[src/rtl/fft_pkg.sv]
// fft_pkg: shared constants, FSM encoding and address helpers for the 2048-point FFT
package fft_pkg;
  localparam int N = 2048;
  localparam int LOG2N = 11;
  typedef enum logic [1:0] {IDLE, RUN, DRAIN} state_t;
  function automatic logic [LOG2N-1:0] bitrev11(input logic [LOG2N-1:0] x);
    logic [LOG2N-1:0] y;
    y = '0;
    for (int i = 0; i < LOG2N; i++) y[i] = x[LOG2N-1-i];
    return y;
  endfunction
  function automatic logic [LOG2N-1:0] rotr11(input logic [LOG2N-1:0] x, input int r);
    logic [2*LOG2N-1:0] d;
    d = {x, x} >> r;
    return d[LOG2N-1:0];
  endfunction
endpackage

[src/rtl/fftunload_fifo.sv]
// fftunload_fifo: small synchronous FIFO with a combinational head and occupancy count
module fftunload_fifo #(
  parameter int WIDTH = 8,
  parameter int DEPTH = 4
) (
  input  logic                         clock,
  input  logic                         reset,
  input  logic                         push,
  input  logic [WIDTH-1:0]             wdata,
  input  logic                         pop,
  output logic [WIDTH-1:0]             rdata,
  output logic                         full,
  output logic                         empty,
  output logic [$clog2(DEPTH+1)-1:0]   count
);
  localparam int AW = $clog2(DEPTH);
  localparam int CW = $clog2(DEPTH+1);
  logic [WIDTH-1:0] mem [DEPTH];
  logic [AW-1:0] wp, rp;
  logic do_push, do_pop;
  function automatic logic [AW-1:0] nxt(input logic [AW-1:0] p);
    return p == AW'(DEPTH-1) ? '0 : p + 1'b1;
  endfunction
  assign full = count == CW'(DEPTH);
  assign empty = count == '0;
  assign do_push = push && !full;
  assign do_pop = pop && !empty;
  assign rdata = mem[rp];
  // storage, pointers and occupancy; a simultaneous push and pop keeps the count
  always_ff @(posedge clock or posedge reset) begin
    if (reset) begin
      for (int i = 0; i < DEPTH; i++) mem[i] <= '0;
      wp <= '0;
      rp <= '0;
      count <= '0;
    end else begin
      if (do_push) begin
        mem[wp] <= wdata;
        wp <= nxt(wp);
      end
      if (do_pop) rp <= nxt(rp);
      count <= count + CW'(do_push) - CW'(do_pop);
    end
  end
endmodule

[src/rtl/fftunload2048.sv]
// fftunload2048: streams FFT bins in natural order from the bit-reversed in-place memory
module fftunload2048 import fft_pkg::*; #(
  parameter int DW = 16,
  parameter int RD_LAT = 1,
  parameter int ROT = 0
) (
  input  logic              clock,
  input  logic              reset,
  input  logic              start,
  output logic              busy,
  output logic              done,
  output logic              mem_re,
  output logic [LOG2N-1:0]  mem_addr,
  input  logic [2*DW-1:0]   mem_rdata,
  output logic              out_valid,
  input  logic              out_ready,
  output logic [2*DW-1:0]   out_data,
  output logic [LOG2N-1:0]  out_index,
  output logic              out_last
);
  localparam int DEPTH = RD_LAT + 2;
  localparam int CW = $clog2(DEPTH+1);
  state_t state, state_n;
  logic [LOG2N:0] cnt;
  logic [LOG2N-1:0] k_q, k_issue;
  logic [RD_LAT-1:0] sr_v;
  logic [RD_LAT-1:0][LOG2N-1:0] sr_k;
  logic [RD_LAT:0] pv;
  logic [RD_LAT:0][LOG2N-1:0] pk;
  logic issue, credit, pop, fifo_full, fifo_empty;
  logic [CW-1:0] fifo_count;
  assign pv = {sr_v, mem_re};
  assign pk = {sr_k, k_q};
  assign busy = state != IDLE;
  assign out_valid = !fifo_empty;
  assign out_last = out_valid && out_index == '1;
  assign pop = out_valid && out_ready;
  assign k_issue = state == IDLE ? '0 : cnt[LOG2N-1:0];
  // every read in flight already owns a FIFO slot, so returns can never be dropped
  assign credit = !(fifo_full && !pop) && ($countones(pv) + int'(fifo_count)) < (DEPTH + int'(pop));
  // next state and read issue; a start coinciding with done is ignored
  always_comb begin
    state_n = state;
    issue = 1'b0;
    unique case (state)
      IDLE: if (start && !done) begin
        state_n = RUN;
        issue = 1'b1;
      end
      RUN: begin
        issue = credit && !cnt[LOG2N];
        if (issue && &cnt[LOG2N-1:0]) state_n = DRAIN;
      end
      DRAIN: if (pop && out_last) state_n = IDLE;
      default: state_n = IDLE;
    endcase
  end
  // state register and completion pulse
  always_ff @(posedge clock or posedge reset) begin
    if (reset) begin
      state <= IDLE;
      done <= 1'b0;
    end else begin
      state <= state_n;
      done <= state == DRAIN && pop && out_last;
    end
  end
  // registered read strobe, mapped address and saturating issue counter
  always_ff @(posedge clock or posedge reset) begin
    if (reset) begin
      mem_re <= 1'b0;
      mem_addr <= '0;
      k_q <= '0;
      cnt <= '0;
    end else begin
      mem_re <= issue;
      if (issue) begin
        mem_addr <= rotr11(bitrev11(k_issue), ROT);
        k_q <= k_issue;
        cnt <= {1'b0, k_issue} + (LOG2N+1)'(1);
      end
    end
  end
  // tag each read with its bin number until the memory data returns
  always_ff @(posedge clock or posedge reset) begin
    if (reset) begin
      sr_v <= '0;
      sr_k <= '0;
    end else begin
      sr_v <= pv[RD_LAT-1:0];
      sr_k <= pk[RD_LAT-1:0];
    end
  end
  fftunload_fifo #(.WIDTH(LOG2N + 2*DW), .DEPTH(DEPTH)) u_fifo (
    .clock(clock),
    .reset(reset),
    .push(pv[RD_LAT]),
    .wdata({pk[RD_LAT], mem_rdata}),
    .pop(pop),
    .rdata({out_index, out_data}),
    .full(fifo_full),
    .empty(fifo_empty),
    .count(fifo_count)
  );
endmodule
[config.mk]
export PLATFORM = sky130hd
export DESIGN_NAME = fftunload2048
export DESIGN_NICKNAME = d
export VERILOG_FILES = /design/src/rtl/fft_pkg.sv /design/src/rtl/fftunload_fifo.sv /design/src/rtl/fftunload2048.sv
export SDC_FILE = /design/constraint.sdc
export NUM_CORES = 1
export LEC_CHECK = 0
export CAP_MARGIN = 0
export CORE_MARGIN = 10
export CORE_UTILIZATION = 45
export CTS_BUF_LIST = sky130_fd_sc_hd__clkbuf_4
export CTS_CLUSTER_SIZE = 10
export DETAILED_ROUTE_END_ITERATION = 8
export PLACE_DENSITY = 0.74
export SKIP_CTS_REPAIR_TIMING = 1
export SKIP_LAST_GASP = 1
export SYNTH_ARGS = -nofsm -noshare
export SYNTH_HDL_FRONTEND = slang
export SYNTH_SLANG_ARGS = --single-unit
[constraint.sdc]
create_clock -name clock -period 16.8 [get_ports clock]
set_clock_uncertainty 0.1 [all_clocks]
set_input_delay 2.52 -clock clock [delete_from_list [all_inputs] [get_ports clock]]
set_output_delay 2.52 -clock clock [all_outputs]
set_load 0.02 [all_outputs]
==> impl_metrics.toml, run 1 <==
[place]
dpl_cell_area_um2 = 8716
dp.cells = 876
hpwl_um = 11110
portBuffers = 94
gp_congestion = 0.8448

[power_and_ir_drop]
peakVddDrop_v = 0.00009111
p_leak_nw = 3.871
powerDensity_nw_per_um2 = 198.6

[synth]
synth_compound_area_frac = 0.06506
synth.top_cell.area_share = 0.5703
netlist_area_um2 = 7635
synth.area.top_cells = "dfrtp_1 (57%), mux2_1 (14%), mux2i_1 (5.6%)"
synthFlopType = "dfrtp_1"
synth_area_per_cell_um2 = 13.01
yosysUniqueCellTypes = 44
postSynthCellCount = 587
synth.top_cells.by_count = "dfrtp_1 (174), mux2_1 (93), nand2_1 (65)"
synth.area.mux_share = 0.2496
synthArstFlopShare = 1.000
synth_area_leader_cell = "dfrtp_1"
ys_seq_elements = 174
synth-seq-area-share = 0.5703
synth_xor_area_frac = 0.005736
yosys_warnings = 0
synth_nets = 630
synth_top_family_by_area = "multiplexers"
yosysMostFrequentCell = "dfrtp_1"
synthAdderAreaFrac = 0.01245
yosys.area_share.simple = 0.06817
synth-edff-count = 0

[clock_network]
cts_tree = "built"
numCtsBuffers = 17
cts_sinks = 174
clkSlewWorstSetupHoldPaths_ns = 0.14
cts_root_buf = "clkbuf_4"
clockBufferDepth = 2
clock_latency_ns = 0.55
cts.htree.levels = 4

[routing]
initialDrtViolationCount = 259
drc = 0
detail-route-antenna-nets = 0
vias = 4956
wl_per_cell_um = 18.79
vias_per_cell = 5.464
wl_um = 17040
dr.pass1.iters = 5

[floorplan]
core_area_um2 = 16580
row_count = 47
start_util = 0.4604
die_w_um = 150.3
die_h_um = 150.3
ioPinCount = 95
die_area_um2 = 22580

[layout]
stdcell_count = 907
drive_gt1_frac = 0.1266
layout.nets = 718
fillers = 1403
diodes = 0
area_growth_pct = 17.90
postLayoutCellArea_um2 = 9001

[global_route]
grt_pass1_wl_um = 27350
overflow = 0
grt_usage = 0.1536
grt_max_degree = 99
antenna_found_initial = 0
grt_pass1_vias = 5169

[setup_path]
worst_setup_path_end_kind = "primary output"
path_class = "reg2out"
cp_data_required_time_ns = 14.18
path_max_fanout = 44
startpoint_type = "flip-flop"
arrival_ns = 3.39

[timing]
relSlewSlack = 0.2458
rsz0062_at_grt = "false"
hold_viol_final = 0
period_needed_ns = 6.013
setup_violations = 0
fin_setup_tns_ns = 0
fin_crit_sh = 0.3579
finalMaxSlewViolations = 0
fmax_mhz = 166.3
worst_pin_slew_ns = 1.129

[job]
cap_violations = 0

[outcome]
status = "complete, no violations"

[worst_hold_path]
hold_class = "reg2reg"
## sequential cells by signal, summed over array words and instances, names as in the netlist, 2 cells and up
| register | count |
|---|---|
| sr_k | 11 |
| u_fifo.rp | 2 |
| mem_addr | 10 |
| state | 2 |
| cnt | 12 |
| u_fifo.count | 2 |
| u_fifo.wp | 2 |
| u_fifo.mem | 129 |
## metal layers
layer	wire length (µm)	track usage
met3	1329	0.05642
met4	118	0.04033
met5	0	0
met2	8154	0.2469
met1	7436	0.1921
## where the power goes
part,internal [mW],leakage (nW),switching [mW],total [mW]
registers,0.586,2.15,0.0976,0.683
logic,0.390,1.56,0.468,0.858
clock network,0.105,0.159,0.142,0.246
total,1.08,3.87,0.707,1.79
## worst paths after layout
kind                                               start  slack [ns]  depth (start not counted)                          end
worst max-delay path            u_fifo.rp[1]$_DFFE_PP0P_       10.79                          6                     out_last
worst min-delay path             mem_addr[8]$_DFFE_PP0P_        0.35                          0            sr_k[2]$_DFF_PP0_
worst max register to register          mem_re$_DFF_PP0_       13.66                          8          cnt[10]$_DFFE_PP0P_
worst min register to register   mem_addr[8]$_DFFE_PP0P_        0.35                          0            sr_k[2]$_DFF_PP0_
max in group asynchronous                          reset       12.70                          3  u_fifo.mem[119]$_DFFE_PP0P_
min in group asynchronous                          reset        2.41                          2    u_fifo.mem[6]$_DFFE_PP0P_
## area by class of cell
class / count / area (µm²) / area share
Inverter: 8 / 35.03 / 0.003892
Tap cell: 220 / 275.3 / 0.03058
Multi-Input combinational cell: 374 / 3064 / 0.3404
Clock buffer: 19 / 142.6 / 0.01585
Sequential cell: 174 / 4355 / 0.4839
Timing Repair Buffer: 100 / 985.9 / 0.1095
Clock inverter: 12 / 142.6 / 0.01585
## logic make-up after synthesis
family                     after synthesis
buffers and inverters                   39
xor gates and xnor gates                 5
muxes                                  174
AOI/OAI and AO/OA                       80
DFF                                    174
adders and majority gates                7
and+or+nand+nor                        108
## stage by stage
stage	setup WS [ns]	utilization	hold WS [ns]	total power, mW
after global routing	10.55	0.5428	0.3578	1.909
after detailed placement	11.40	0.5256	0.3084	1.562
after CTS	10.75	0.5428	0.3428	1.809
final	10.79	0.5428	0.3471	1.788
after global placement	11.38	0.5256	0.3088	1.520
after floorplan	9.463	-	0.3495	1.254
## cells in the final DEF (no fill, tap or decap), types with 3 or more instances in the layout
| cell type | count |
|---|---|
| a22o_1 | 6 |
| clkinv_1 | 3 |
| inv_1 | 5 |
| inv_6 | 3 |
| mux2i_1 | 43 |
| clkbuf_4 | 19 |
| o2bb2ai_1 | 11 |
| buf_4 | 6 |
| mux2_1 | 93 |
| clkdlybuf4s50_1 | 94 |
| and2_1 | 4 |
| o21ai_0 | 37 |
| nand4_1 | 6 |
| mux2_2 | 38 |
| dfrtp_1 | 173 |
| xnor2_1 | 3 |
| bufinv_16 | 3 |
| nand2_1 | 64 |
| ha_1 | 6 |
| nand3_1 | 4 |
| clkinv_2 | 3 |
| nor2_1 | 7 |
| nor3_1 | 3 |
| o21ai_1 | 16 |
## critical path, cell delays in order (launching register included)
cell and delay, ns:
dfrtp_2 0.44, nor2b_4 0.87, o2bb2ai_1 0.23, nand4_1 0.18, or2_1 0.29, nor2_1 0.19, clkdlybuf4s50_1 0.66
(Power assumes the default switching activity.)
==> run 2: changes to the inputs <==
clock period = 6.1 ns   (was 16.8 ns; I/O delays follow)
==> run 2 against run 1 <==
  * Hold slack worse by 0.0025 ns
  * Combinational power rose to 2.7 times the previous value
  * Routed wire length fell by 0.29%
  * Largest power group unchanged
==> impl_metrics.toml, run 2 (synthesized netlist as in run 1, its figures left out) <==
[place]
portBuffers = 94
hpwl_um = 11140
gp_congestion = 0.8588

[floorplan]
start_util = 0.4604
die_w_um = 150.3
ioPinCount = 95
die_h_um = 150.3
die_area_um2 = 22580
row_count = 47
core_area_um2 = 16580

[global_route]
antenna_found_initial = 0
grt_pass1_wl_um = 27340
grt_max_degree = 78
grt_pass1_vias = 5253
overflow = 0
grt_usage = 0.1527

[timing]
fmax_mhz = 227.7
relSlewSlack = 0.1961
setup_violations = 0
fin_crit_sh = 0.7198
worst_pin_slew_ns = 1.202
finalMaxSlewViolations = 0
fin_setup_tns_ns = 0
rsz0062_at_grt = "false"
hold_viol_final = 0
period_needed_ns = 4.391

[layout]
regMostFlops = "u_fifo.mem"
layout_common_cells = "dfrtp_1 (173), clkdlybuf4s50_1 (94), mux2_1 (93)"
drive_gt1_frac = 0.1308
final_common_cell = "dfrtp_1"
multi_input_comb_area_um2 = 3064
area_growth_pct = 17.75
top_regs = "u_fifo.mem x129, cnt x12, sr_k x11"
seq_area_um2 = 4355
layout.nets = 718
diodes = 0
fillers = 1406
largest_reg_flops = 129

[setup_path]
path_buf_inv = 1
path_max_fanout = 44
worst_setup_path_end_kind = "primary output"
cp_top_family = "simple AND/OR/NAND/NOR gates"
arrival_ns = 3.38
crit_chain = "nor2b_4, o2bb2ai_1, nand4_1, or2_1, nor2_1, clkdlybuf4s50_1"
critPathMaxStageDelay_ns = 0.86
cp_data_required_time_ns = 5.08
startpoint_type = "flip-flop"
path_class = "reg2out"
critPathSlowestCell = "nor2b_4"

[clock_network]
cts_tree = "built"
clock_latency_ns = 0.54
numCtsBuffers = 17
cts_sinks = 174
cts.htree.levels = 4
clkSlewWorstSetupHoldPaths_ns = 0.13
cts_root_buf = "clkbuf_4"
clockBufferDepth = 2

[power_and_ir_drop]
swShare = 0.3959
powerDensity_nw_per_um2 = 542.7
switchingPower_mw = 1.932
power.internal_mw = 2.947
p_leak_nw = 3.863
combPwrFrac = 0.482
p_seq_frac = 0.387
total_power_mw = 4.879
peakVddDrop_v = 0.0002577
clockPowerShare = 0.131

[routing]
wl_per_cell_um = 18.71
vias_per_cell = 5.380
drc = 0
vias = 4885
initialDrtViolationCount = 239
detail-route-antenna-nets = 0
wl_um = 16990
dr.pass1.iters = 4

[worst_hold_path]
hold_class = "reg2reg"

[outcome]
status = "complete, no violations"

[job]
cap_violations = 0
run 2: final timing paths:
check | cells past startpoint | slack [ns] | to | from
setup reg to reg | 8 | 3.00 | cnt[10]$_DFFE_PP0P_ | mem_re$_DFF_PP0_
min in group asynchronous | 2 | 0.76 | u_fifo.mem[95]$_DFFE_PP0P_ | reset
hold reg to reg | 0 | 0.34 | sr_k[0]$_DFF_PP0_ | k_q[0]$_DFFE_PP0P_
hold / removal | 0 | 0.34 | sr_k[0]$_DFF_PP0_ | k_q[0]$_DFFE_PP0P_
setup / recovery | 6 | 1.71 | out_last | u_fifo.rp[1]$_DFFE_PP0P_
max in group asynchronous | 3 | 3.89 | u_fifo.rp[1]$_DFFE_PP0P_ | reset
run 2: power by group through the flow:
stage	combinational (mW)	sequential [mW]	clock [mW]
floorplan	1.61	1.84	0
global placement	2.32	1.87	0
detailed placement	2.40	1.91	0
CTS	2.40	1.89	0.660
global route	2.56	1.94	0.704
finish	2.35	1.89	0.640
run 2: through the flow:
| stage | hold slack (ns) | instance area [µm²] | cells | utilization | setup WS, ns |
|---|---|---|---|---|---|
| 4_1_cts | 0.3493 | 8990 | 908 | 0.5421 | 1.633 |
| 6_report | 0.3446 | 8990 | 908 | 0.5421 | 1.709 |
| 5_1_grt | 0.3645 | 8990 | 908 | 0.5421 | 1.470 |
| 3_5_place_dp | 0.3138 | 8716 | 876 | 0.5256 | 2.271 |
| 2_1_floorplan | 0.3495 | 7635 | 587 | - | 0.3682 |
| 3_3_place_gp | 0.3013 | 8716 | 876 | 0.5256 | 2.273 |
run 2: layout make-up:
| class | instances | area share |
|---|---|---|
| clock buffer | 21 | 0.01754 |
| clock inverter | 11 | 0.01294 |
| inverter | 8 | 0.003897 |
| multi-input combinational | 374 | 0.3408 |
| sequential | 174 | 0.4845 |
| tap | 220 | 0.03062 |
| timing repair buffer | 100 | 0.1097 |
run 2: layer usage:
| metal | vias up | wire [µm] | GRT usage |
|---|---|---|---|
| li1 | 2257 | - | - |
| met1 | 2501 | 7664 | 0.1945 |
| met2 | 116 | 8079 | 0.2480 |
| met3 | 11 | 1102 | 0.04952 |
| met4 | 0 | 142 | 0.03547 |
| met5 | - | 0 | 0 |
==> run 3: changes to the inputs <==
clock period = 4.2 ns   (was 6.1 ns; I/O delays follow)
==> run 3 against run 2 <==
  * Combinational power increased by 45%
  * Register-to-register slack got worse by 1.7 ns
  * Critical path type unchanged
  * Highest routed layer unchanged
  * Non-clock buffer count increased by 5
  * Largest power group unchanged
  * Sequential power increased by 47%
  * Hold slack got worse by 0.025 ns
==> impl_metrics.toml, run 3 (synthesized netlist as in run 1, its figures left out) <==
[outcome]
status = "complete, no violations"

[layout]
fillers = 1397
largest_reg_flops = 129
area_growth_pct = 17.90
layout_common_cells = "dfrtp_1 (173), clkdlybuf4s50_1 (94), mux2_1 (93)"
layout.nets = 723
final_common_cell = "dfrtp_1"
drive_gt1_frac = 0.1328
stdcell_count = 914
regMostFlops = "u_fifo.mem"
top_regs = "u_fifo.mem x129, cnt x12, sr_k x11"

[clock_network]
cts_sinks = 174
cts_root_buf = "clkbuf_4"
numCtsBuffers = 17
cts.htree.levels = 4
clock_latency_ns = 0.53
clockBufferDepth = 2
cts_tree = "built"
clkSlewWorstSetupHoldPaths_ns = 0.13

[timing]
hold_viol_final = 0
fin_setup_tns_ns = 0
finalMaxSlewViolations = 0
period_needed_ns = 3.943
fmax_mhz = 253.6
setup_violations = 0
rsz0062_at_grt = "false"
worst_pin_slew_ns = 0.9724
fin_crit_sh = 0.9387
relSlewSlack = 0.3503

[worst_hold_path]
hp-start = "k_q[0]$_DFFE_PP0P_"
hold_path_end = "sr_k[0]$_DFF_PP0_"
min_path_cells = 0
hold_class = "reg2reg"

[floorplan]
die_h_um = 150.3
die_w_um = 150.3
core_area_um2 = 16580
row_count = 47
die_area_um2 = 22580
start_util = 0.4604
ioPinCount = 95

[global_route]
overflow = 0
antenna_found_initial = 0
grt_pass1_wl_um = 27140
grt_max_degree = 67
grt_pass1_vias = 5274
grt_usage = 0.1517

[job]
cap_violations = 0

[setup_path]
r2r-end = "cnt[9]$_DFFE_PP0P_"
arrival_ns = 3.21
path_class = "reg2out"
crit-reg2reg-launch = "mem_re$_DFF_PP0_"
cp_data_required_time_ns = 3.47
path_max_fanout = 22
ff2ff_setup_slack_ns = 1.29
r2r_cells = 8
worst_setup_path_end_kind = "primary output"
startpoint_type = "flip-flop"

[routing]
wl_per_cell_um = 18.39
vias = 4920
detail-route-antenna-nets = 0
vias_per_cell = 5.383
initialDrtViolationCount = 216
wl_um = 16810
dr.pass1.iters = 4
drc = 0

[place]
hpwl_um = 11350
dp.cells = 881
gp_congestion = 0.8522
portBuffers = 94

[power_and_ir_drop]
p_leak_nw = 3.864
powerDensity_nw_per_um2 = 775.3
peakVddDrop_v = 0.0003831
==> run 3: cell types whose count changed in the layout (fill, tap and decap cells not counted), sizes merged <==
cell,delta
buf,+5
bufinv,-2
clkbuf,-1
clkinv,+3
clkinvlp,+1
diode,+1
inv,-1
==> run 3: power breakdown <==
part / switching, mW / internal [mW] / leakage [nW]
sequential: 0.436 / 2.34 / 2.15
combinational: 1.82 / 1.59 / 1.59
clock: 0.542 / 0.246 / 0.123
total: 2.80 / 4.18 / 3.86
==> run 3: area by class of cell <==
| cell class | count | area [µm²] | area share |
|---|---|---|---|
| sequential | 174 | 4355 | 0.4839 |
| multi-input combinational | 374 | 3064 | 0.3404 |
| timing repair buffer | 105 | 1049 | 0.1165 |
| tap | 220 | 275.3 | 0.03058 |
| clock buffer | 20 | 150.1 | 0.01668 |
| clock inverter | 12 | 71.32 | 0.007923 |
| inverter | 8 | 33.78 | 0.003753 |
| antenna | 1 | 2.502 | 0.0002780 |
==> run 3: worst max path at each step <==
stage | from | to
floorplan | reset | cnt[0]$_DFFE_PP0P_
global placement | u_fifo.rp[1]$_DFFE_PP0P_ | out_last
detailed placement | u_fifo.rp[1]$_DFFE_PP0P_ | out_last
CTS | u_fifo.rp[1]$_DFFE_PP0P_ | out_last
global route | u_fifo.rp[1]$_DFFE_PP0P_ | out_last
finish | u_fifo.rp[1]$_DFFE_PP0P_ | out_last
==> run 3: per-layer routing <==
| layer | vias to the layer above | share of wire | track usage |
|---|---|---|---|
| met5 | - | 0 | 0 |
| met4 | 0 | 0.014 | 0.03887 |
| met3 | 15 | 0.059 | 0.05042 |
| met2 | 104 | 0.50 | 0.2617 |
| met1 | 2532 | 0.42 | 0.1779 |
| li1 | 2269 | - | - |
==> run 3: worst max-delay path: stages, from the launching register on <==
cell             delay [ns]
dfrtp_2                0.67
nor2b_4                0.51
o2bb2ai_1              0.21
nand4_1                0.16
or2_1                  0.27
nor2_1                 0.20
clkdlybuf4s50_1        0.66
==> run 3: per-stage QoR <==
step	hold slack [ns]	power, mW	worst slack (ns)	util	instance area (µm²)
6_report	0.3198	6.979	0.2574	0.5428	9001
5_1_grt	0.3491	7.476	0.05417	0.5426	8999
4_1_cts	0.3261	7.085	0.2126	0.5426	8999
3_5_place_dp	0.2952	6.284	0.8629	0.5293	8777
3_3_place_gp	0.3022	6.117	0.8953	0.5293	8777
2_1_floorplan	0.3495	5.017	1.245	-	7639
